`src/rtl/tj_pkg.sv`:
```
// tj_pkg: shared FSM encoding, default trigger patterns and counter limit for the sequence trigger.
package tj_pkg;
   typedef enum logic [2:0] {
      IDLE = 3'd0,
      S1   = 3'd1,
      S2   = 3'd2,
      S3   = 3'd3,
      FIRE = 3'd4
   } tj_state_e;
   localparam logic [127:0] TJ_PAT0 = 128'h3243f6a8885a308d313198a2e0370734;
   localparam logic [127:0] TJ_PAT1 = 128'h00112233445566778899aabbccddeeff;
   localparam logic [127:0] TJ_PAT2 = 128'h0;
   localparam logic [127:0] TJ_PAT3 = 128'hffffffffffffffffffffffffffffffff;
   localparam logic [7:0]   FIRE_CNT_MAX = 8'hFF;
endpackage

```
`src/rtl/pt_match4.sv`:
```
// pt_match4: combinational full-width compare of one plaintext word against the four trigger patterns.
module pt_match4 import tj_pkg::*; #(
   parameter logic [127:0] PAT0 = TJ_PAT0,
   parameter logic [127:0] PAT1 = TJ_PAT1,
   parameter logic [127:0] PAT2 = TJ_PAT2,
   parameter logic [127:0] PAT3 = TJ_PAT3
) (
   input  logic [127:0] state,
   output logic [3:0]   m
);
   assign m = {state == PAT3, state == PAT2, state == PAT1, state == PAT0};
endmodule

```
`src/rtl/tj_trig_seq.sv`:
```
// tj_trig_seq: raises Tj_Trig for HOLD_CYCLES cycles after the ordered plaintexts PAT0..PAT3 are observed.
module tj_trig_seq import tj_pkg::*; #(
   parameter logic [127:0] PAT0 = TJ_PAT0,
   parameter logic [127:0] PAT1 = TJ_PAT1,
   parameter logic [127:0] PAT2 = TJ_PAT2,
   parameter logic [127:0] PAT3 = TJ_PAT3,
   parameter int           HOLD_CYCLES = 4
) (
   input  logic         clk,
   input  logic         rst,
   input  logic [127:0] state,
   input  logic         pt_valid,
   output logic         Tj_Trig,
   output logic [2:0]   arm_state,
   output logic [7:0]   fire_cnt
);
   localparam logic [7:0] HOLD_M1 = 8'(HOLD_CYCLES - 1);
   tj_state_e  st_q, st_d;
   logic [7:0] hold_q;
   logic [3:0] m;
   logic       entry;
   pt_match4 #(.PAT0(PAT0), .PAT1(PAT1), .PAT2(PAT2), .PAT3(PAT3)) u_match (
      .state (state),
      .m     (m)
   );
   // forward progress is tested before the PAT0 restart so equal adjacent patterns advance
   always_comb begin
      st_d = st_q;
      case (st_q)
         IDLE:    st_d = (pt_valid && m[0]) ? S1 : IDLE;
         S1:      st_d = !pt_valid ? S1 : m[1] ? S2 : m[0] ? S1 : IDLE;
         S2:      st_d = !pt_valid ? S2 : m[2] ? S3 : m[0] ? S1 : IDLE;
         S3:      st_d = !pt_valid ? S3 : m[3] ? FIRE : m[0] ? S1 : IDLE;
         FIRE:    st_d = (hold_q == 8'd0) ? IDLE : FIRE;
         default: st_d = IDLE;
      endcase
   end
   assign entry = (st_d == FIRE) && (st_q != FIRE);
   always_ff @(posedge clk or negedge rst) begin
      if (!rst) begin
         st_q     <= IDLE;
         hold_q   <= 8'd0;
         fire_cnt <= 8'd0;
      end else begin
         st_q   <= st_d;
         hold_q <= entry ? HOLD_M1 : (st_q == FIRE && hold_q != 8'd0) ? hold_q - 8'd1 : hold_q;
         if (entry && fire_cnt != FIRE_CNT_MAX)
            fire_cnt <= fire_cnt + 8'd1;
      end
   end
   assign Tj_Trig   = (st_q == FIRE);
   assign arm_state = st_q;
endmodule

```
`config.mk`:
```
export PLATFORM = sky130hd
export DESIGN_NAME = tj_trig_seq
export DESIGN_NICKNAME = d
export VERILOG_FILES = /design/src/rtl/tj_pkg.sv /design/src/rtl/pt_match4.sv /design/src/rtl/tj_trig_seq.sv
export SDC_FILE = /design/constraint.sdc
export NUM_CORES = 1
export LEC_CHECK = 0
export CAP_MARGIN = 20
export CORE_MARGIN = 2
export CORE_UTILIZATION = 50
export DETAILED_ROUTE_END_ITERATION = 12
export DONT_BUFFER_PORTS = 1
export PLACE_DENSITY_LB_ADDON = 0.15
export SLEW_MARGIN = 10
export SYNTH_ARGS = -nofsm -noshare
export SYNTH_HDL_FRONTEND = slang
export SYNTH_HIERARCHICAL = 1
export SYNTH_SLANG_ARGS = --single-unit
```
`constraint.sdc`:
```
create_clock -name clk -period 2.7 [get_ports clk]
set_clock_uncertainty 0.15 [all_clocks]
set_input_delay 0.135 -clock clk [delete_from_list [all_inputs] [get_ports clk]]
set_output_delay 0.135 -clock clk [all_outputs]
set_load 0.01 [all_outputs]
```
==> impl_metrics.yaml, run 1 <==
cells_and_area:
  drive_gt1_share_pct: 6.22
  syn2layout_area_growth_pct: 5.95
  fin_nets: 344
  antennaDiodeCount: 0
floorplanning:
  coreArea_sq_um: 3280
  row_count: 21
  die_area_sq_um: 3840
  start_util_pct: 51.2
  die_w_um: 62.0
  ios: 143
  die_h_um: 62.0
setup_path:
  endpoint_kind: "flip-flop"
  crit_family: "simple AND/OR/NAND/NOR gates"
  arrival_ns: 2.12
  cp_num_buf_inv: 0
  path_cells: "nand4_1, nor4_1, nand4_1, nor3_1, nand4_1, nor3_1, mux2_1"
  critical-path-slowest-cell: "nor4_1"
  crit_path_max_incr_delay_ns: 0.45
  start_kind: "primary input"
  cp.required_ns: 2.75
  criticalPathCategory: "primary input to flip-flop"
  cpMostUsedCell: "nand4_1"
  cp_max_fo: 5
placement:
  dpl.hpwl_um: 4360
  port_buffers: 0
  place_congestion: 0.880
cts:
  cts_resized: 0
  cts_tree: "built"
  cts_buffers: 3
  clk_latency_ns: 0.30
  clock_path_buffers: 2
  cts.sinks: 19
  htreeDepth: 1
  cts-root-buf: "clkbuf_4"
  clkTransAtPathRegs_ns: 0.11
detailed_routing:
  dr.first_iter.drc_count: 158
  final_antenna_net_count: 0
  vias: 1876
  vias_per_cell: 7.36
  drc: 0
  drt-total-wl_um: 5210
  drtPass1Iterations: 4
  routedWlPerCell_um: 20.4
timing:
  fin_crit_ns: 2.07
  setup_viol: 0
  fmax_mhz: 484
  rsz0062_at_grt: "false"
  drv_slew: 0
  fin_tns_setup_ns: 0
  worstMarginPinSlew_ns: 0.891
  min_period_over_period_pct: 76.5
  slew_headroom_pct: 40.4
  finalHoldViolCount: 0
synth:
  synth_edf_count: 0
  ys_warn_count: 6
  synth_seq_cells: 19
  synth_fa_ha_area_share_pct: 2.23
  synth_top_area_share_pct: 28.3
  async_flop_share_pct: 100
  ys_top_cells_by_area: "dfrtp_1, nand4_1, nor4_1"
  yosys.area.top_type: "dfrtp_1"
  synth_cells: 204
  synth_simple_gate_area_share_pct: 53.9
  syn-num-nets: 338
  ys.flop_type: "dfrtp_1"
  synth_top_family_by_area: "simple AND/OR/NAND/NOR gates"
  synth-xor-area-share_pct: 2.60
  synth_compound_area_share_pct: 7.66
  synth.distinct_cells: 41
  synth-seq-area-share_pct: 28.3
  synth_area_sq_um: 1680
  synth_area_per_cell_sq_um: 8.24
  muxShareOfSynthArea_pct: 3.87
pwr:
  leakage_nw: 0.556
  irDropWorstVdd_uv: 217
  p_total_mw: 0.464
  cellPowerDensity_nw_per_um2: 261
global_routing:
  grt_pass1_vias: 1909
  grt_pass1_wl_um: 7800
  grt_start_max_net_pins: 20
  grt_overflow: 0
  grt_usage_pct: 27.3
  antenna_found_initial: 0
min_path:
  hp-class: "primary input to flip-flop"
status:
  status: "completed"
flow_run:
  cap_violations: 0
per-stage QoR:
stage	hold WS [ns]	instances	setup slack (ns)	util [%]	cell area [sq um]
5_1_grt	0.108	255	0.357	54.2	1780
2_1_floorplan	-0.311	204	0.697	-	1680
4_1_cts	0.0942	255	0.650	54.2	1780
3_5_place_dp	-0.310	249	0.312	52.8	1730
3_3_place_gp	-0.310	249	0.487	52.8	1730
6_report	0.108	255	0.635	54.2	1780
worst paths after layout:
kind	startpoint	endpoint	slack [ns]	cells past startpoint
max	state[30]	fire_cnt[5]	0.63	7
min	state[38]	arm_state[0]	0.11	5
max reg2reg	arm_state[2]	fire_cnt[5]	0.82	4
min reg2reg	hold_q[4]	hold_q[4]	0.44	1
max in group asynchronous	rst	arm_state[1]	1.62	1
min in group asynchronous	rst	fire_cnt[4]	0.23	1
placed cells by master (no fill, tap or decap), drive strengths merged, types with 2 or more instances in the layout:
| master | Yosys | layout |
|---|---|---|
| nor3b | 3 | 3 |
| a21oi | 4 | 4 |
| mux2 | 4 | 4 |
| nand2b | 2 | 2 |
| mux2i | 2 | 2 |
| o21a | 2 | 2 |
| ha | 3 | 3 |
| and3 | 4 | 4 |
| or4 | 5 | 5 |
| nand3 | 8 | 8 |
| o31ai | 2 | 2 |
| xor2 | 4 | 4 |
| nor4 | 34 | 34 |
| nor3 | 10 | 10 |
| nand2 | 15 | 15 |
| inv | 3 | 3 |
| nand4 | 38 | 38 |
| nor2b | 3 | 3 |
| nor2 | 16 | 16 |
| clkbuf | 0 | 3 |
| dlygate4sd3 | 0 | 2 |
| and4 | 7 | 7 |
| o21ai | 3 | 3 |
| dfrtp | 19 | 19 |
layout make-up:
type	count	area, sq um
clock buffers	3	22.5
clock inverters	1	5.00
fillers	319	1500
inverters	3	11.3
multi-input cells	180	1180
flip-flops and latches	19	475
well taps	46	57.6
repair buffers	3	27.5
flip-flops by register name (all words and copies together) (netlist names):
signal     count
arm_state      3
fire_cnt       8
hold_q         8
repair_timing:
item	CTS	global route
hold endpoints to repair	22	0
buffers inserted	0	0
hold buffers	2	0
where the power goes:
group	switching, mW	internal, mW	total, mW
logic	0.0156	0.0153	0.0309
clock network	0.0936	0.0553	0.149
registers	0	0.284	0.284
total	0.109	0.355	0.464
synthesized netlist by cell type (3+ instances only):
cell,count
nor4_1,33
inv_1,3
nand3_1,8
dfrtp_1,19
mux2_1,4
nor2_1,16
nand2_1,14
nor2b_1,3
ha_1,3
or4_1,3
o21ai_0,3
xor2_1,4
a21oi_1,4
and4_1,7
nand4_1,38
nor3_1,9
and3_1,4
cells by family (layout without fill, tap and decap cells):
family                   count (synthesis)  in the layout
AO/OA/AOI/OAI                           17             17
XOR/XNOR                                 5              5
adder cells (fa/ha/maj)                  3              3
buffers and inverters                    5             10
flip-flops                              19             19
multiplexers                             6              6
AND/OR/NAND/NOR                        149            149
worst register-to-register path, stage by stage, from the launching register on:
cell and delay [ns]:
dfrtp_1 0.50, and2b_1 0.27, nand4_1 0.25, nor3_1 0.27, mux2_1 0.34
per-layer routing:
metal  track usage [%]  up-vias  share of wire [%]
li1                  -      857                  -
met1              30.9      875                 37
met2              50.3      136                 49
met3              7.87        8                 12
met4              5.78        0                1.2
met5                 0        -                  0
Note: power is estimated with default switching activity, not from simulation.
==> inputs of run 2 (changes only) <==
--- a/config.mk
+++ b/config.mk
@@ -5,6 +5,7 @@
 export SDC_FILE = /design/constraint.sdc
 export NUM_CORES = 1
 export LEC_CHECK = 0
+export ABC_AREA = 1
 export CAP_MARGIN = 20
 export CORE_MARGIN = 2
 export CORE_UTILIZATION = 50
==> constraint.sdc (replaced) <==
create_clock -name clk -period 2.1 [get_ports clk]
set_clock_uncertainty 0.15 [all_clocks]
set_input_delay 0.105 -clock clk [delete_from_list [all_inputs] [get_ports clk]]
set_output_delay 0.105 -clock clk [all_outputs]
set_load 0.01 [all_outputs]
==> run 2 against run 1 <==
Compared with the run above: first-iteration DRC count rose by 26%; sequential share of layout area decreased by 8.6 points; critical endpoint is now fire_cnt[1]; non-clock buffer count unchanged; global-route usage down 0.93 points; final cell count up 120%; sequential power increased by 87%; combinational power increased to 18 times the previous value; clock power increased by 70%; utilization rose by 0.94 points.
==> impl_metrics.yaml, run 2 <==
cts:
  cts_tree: "built"
  cts_resized: 0
  clock_path_buffers: 2
  clkTransAtPathRegs_ns: 0.07
  clk_latency_ns: 0.26
  cts-root-buf: "clkbuf_8"
  cts_buffers: 3
  htreeDepth: 1
  cts.sinks: 19
  post_cts_buffers: 0
setup_path:
  crit_path_max_incr_delay_ns: 0.46
  r2r_setup_slack_ns: 0.33
  crit_family: "simple AND/OR/NAND/NOR gates"
  cp.required_ns: 2.10
  critical-path-slowest-cell: "dfrtp_1"
  start_kind: "flip-flop"
  criticalPathCategory: "flip-flop to flip-flop"
  cp_num_buf_inv: 1
  arrival_ns: 1.77
  rr_endpoint: "fire_cnt[1]"
  path_cells: "ha_1, nand2_1, nor2_4, nand3_1, nand2_2, clkinv_2, nand2_1, o21ai_2"
  r2r_cells: 8
  cp.depth: 8
  cp_max_fo: 6
  cpMostUsedCell: "nand2_1"
  r2r-start: "fire_cnt[0]"
  endpoint_kind: "flip-flop"
floorplanning:
  die_area_sq_um: 5510
  start_util_pct: 51.9
  ios: 143
  die_h_um: 74.2
  die_w_um: 74.2
  row_count: 25
  coreArea_sq_um: 4750
synth:
  ys_top_cells_by_area: "nor2_1, nand2_1, dfrtp_1"
  synth_top_area_share_pct: 25.7
  async_flop_share_pct: 100
  ys_warn_count: 6
  yosys.area.top_type: "nor2_1"
  synth.distinct_cells: 27
  synth_cells: 477
  synth-seq-area-share_pct: 19.3
  yosysMostFrequentCell: "nor2_1"
  synth_area_sq_um: 2470
  syn-num-nets: 611
  synth_seq_cells: 19
  synth_area_per_cell_sq_um: 5.17
  ys.flop_type: "dfrtp_1"
  synth_edf_count: 0
  synth_common_cells: "nor2_1, nand2_1, nand4_1, inv_1, nand3_1"
timing:
  rsz0062_at_grt: "false"
  holdWs_ns: 0.115
  slew_headroom_pct: 44.0
  fin_tns_setup_ns: 0
  drv_slew: 0
  worstMarginPinSlew_ns: 0.837
  finalHoldViolCount: 0
  fin_crit_ns: 1.78
  fmax_mhz: 563
  min_period_over_period_pct: 84.5
  timing.final.ws_setup_ns: 0.325
  setup_viol: 0
min_path:
  hp-start: "pt_valid"
  whs_path_depth: 5
  hp-class: "primary input to flip-flop"
  min_to: "fire_cnt[6]"
placement:
  dpl.hpwl_um: 6430
  port_buffers: 0
  detailedPlace.worstSlack_ns: 0.283
  place_congestion: 0.897
detailed_routing:
  dr.first_iter.drc_count: 199
  drt-total-wl_um: 7400
  drc: 0
  final_antenna_net_count: 0
  vias_per_cell: 5.48
  drtPass1Iterations: 5
  vias: 3022
  routedWlPerCell_um: 13.4
cells_and_area:
  drive_gt1_share_pct: 4.55
  final_cell_mix: "nor2_1, nand2_1, nand4_1"
  fin_nets: 619
  n_fill_cell: 528
  antennaDiodeCount: 0
  syn2layout_area_growth_pct: 6.34
  layout_commonest_cell: "nor2_1"
global_routing:
  grt_start_max_net_pins: 20
  grt_overflow: 0
  antenna_found_initial: 0
  grt_pass1_vias: 2606
  grt_pass1_wl_um: 11300
  grt_usage_pct: 26.3
pwr:
  leakage_nw: 1.09
  irDropWorstVdd_uv: 297
  cellPowerDensity_nw_per_um2: 506
flow_run:
  cap_violations: 0
status:
  status: "completed"
run 2: cell types whose count changed after synthesis, moves of 4 or more:
| cell | previous run | this run |
|---|---|---|
| nand3_1 | 8 | 30 |
| and4_1 | 7 | 0 |
| inv_1 | 3 | 34 |
| nand2_1 | 14 | 142 |
| inv_2 | 0 | 6 |
| nor2_1 | 16 | 169 |
| and3_1 | 4 | 0 |
| mux2_1 | 4 | 0 |
| nor4_1 | 33 | 0 |
| nor3_1 | 9 | 3 |
run 2: layout make-up:
| class | count | area [sq um] | share of cell area (%) |
|---|---|---|---|
| clock buffers | 4 | 45.0 | 1.72 |
| repair buffers | 3 | 27.5 | 1.05 |
| inverters | 44 | 169 | 6.44 |
| multi-input cells | 414 | 1820 | 69.5 |
| flip-flops and latches | 19 | 475 | 18.1 |
| well taps | 67 | 83.8 | 3.20 |
run 2: where the power goes:
part           total (mW)  internal (mW)  switching, mW
Combinational       0.543          0.204          0.338
Clock               0.253          0.135          0.118
Sequential          0.532          0.443         0.0893
run 2: through the flow:
step                      utilization [%]  instances  total power [mW]  area (sq um)
after floorplan                         -        477             0.947          2470
after global placement               53.8        545              1.05          2560
after detailed placement             53.8        545              1.07          2560
after CTS                            55.2        551              1.33          2620
after global routing                 55.2        551              1.46          2620
final                                55.2        551              1.33          2620
run 2: what timing repair did:
item / CTS / global route
endpoints found under the hold margin: 21 / 0
endpoints found under the setup margin: 0 / 0
hold buffers: 2 / 0
run 2: worst max path at each step:
stage | start | slack (ns) | endpoint
global route | fire_cnt[0] | 0.17 | fire_cnt[1]
finish | fire_cnt[0] | 0.33 | fire_cnt[1]
floorplan | state[21] | 0.43 | hold_q[7]
global placement | state[125] | 0.31 | hold_q[7]
CTS | fire_cnt[0] | 0.31 | fire_cnt[1]
detailed placement | state[125] | 0.28 | hold_q[5]
run 2: cell families (layout without fill, tap and decap cells):
family | Yosys count | after routing | share of synthesized area, %
AOI/OAI and AO/OA | 16 | 16 | 3.85
and+or+nand+nor | 388 | 388 | 66.0
DFF | 19 | 19 | 19.3
buffers and inverters | 44 | 51 | 6.85
adders and majority gates | 3 | 3 | 1.52
xor gates and xnor gates | 7 | 7 | 2.48
run 2: worst min-delay path, stage by stage:
cell and delay [ns]:
nand2_2 0.06, nor3_4 0.04, buf_4 0.16, nand2_1 0.08, nand2_1 0.04
run 2: metal layers:
layer | wire (um) | share of wire, % | global-route usage [%] | vias up
met5 | 0 | 0 | 0 | -
met3 | 836 | 11 | 6.50 | 17
met4 | 111 | 1.5 | 6.35 | 0
li1 | - | - | - | 1530
met2 | 3220 | 43 | 41.3 | 163
met1 | 3230 | 44 | 36.7 | 1312
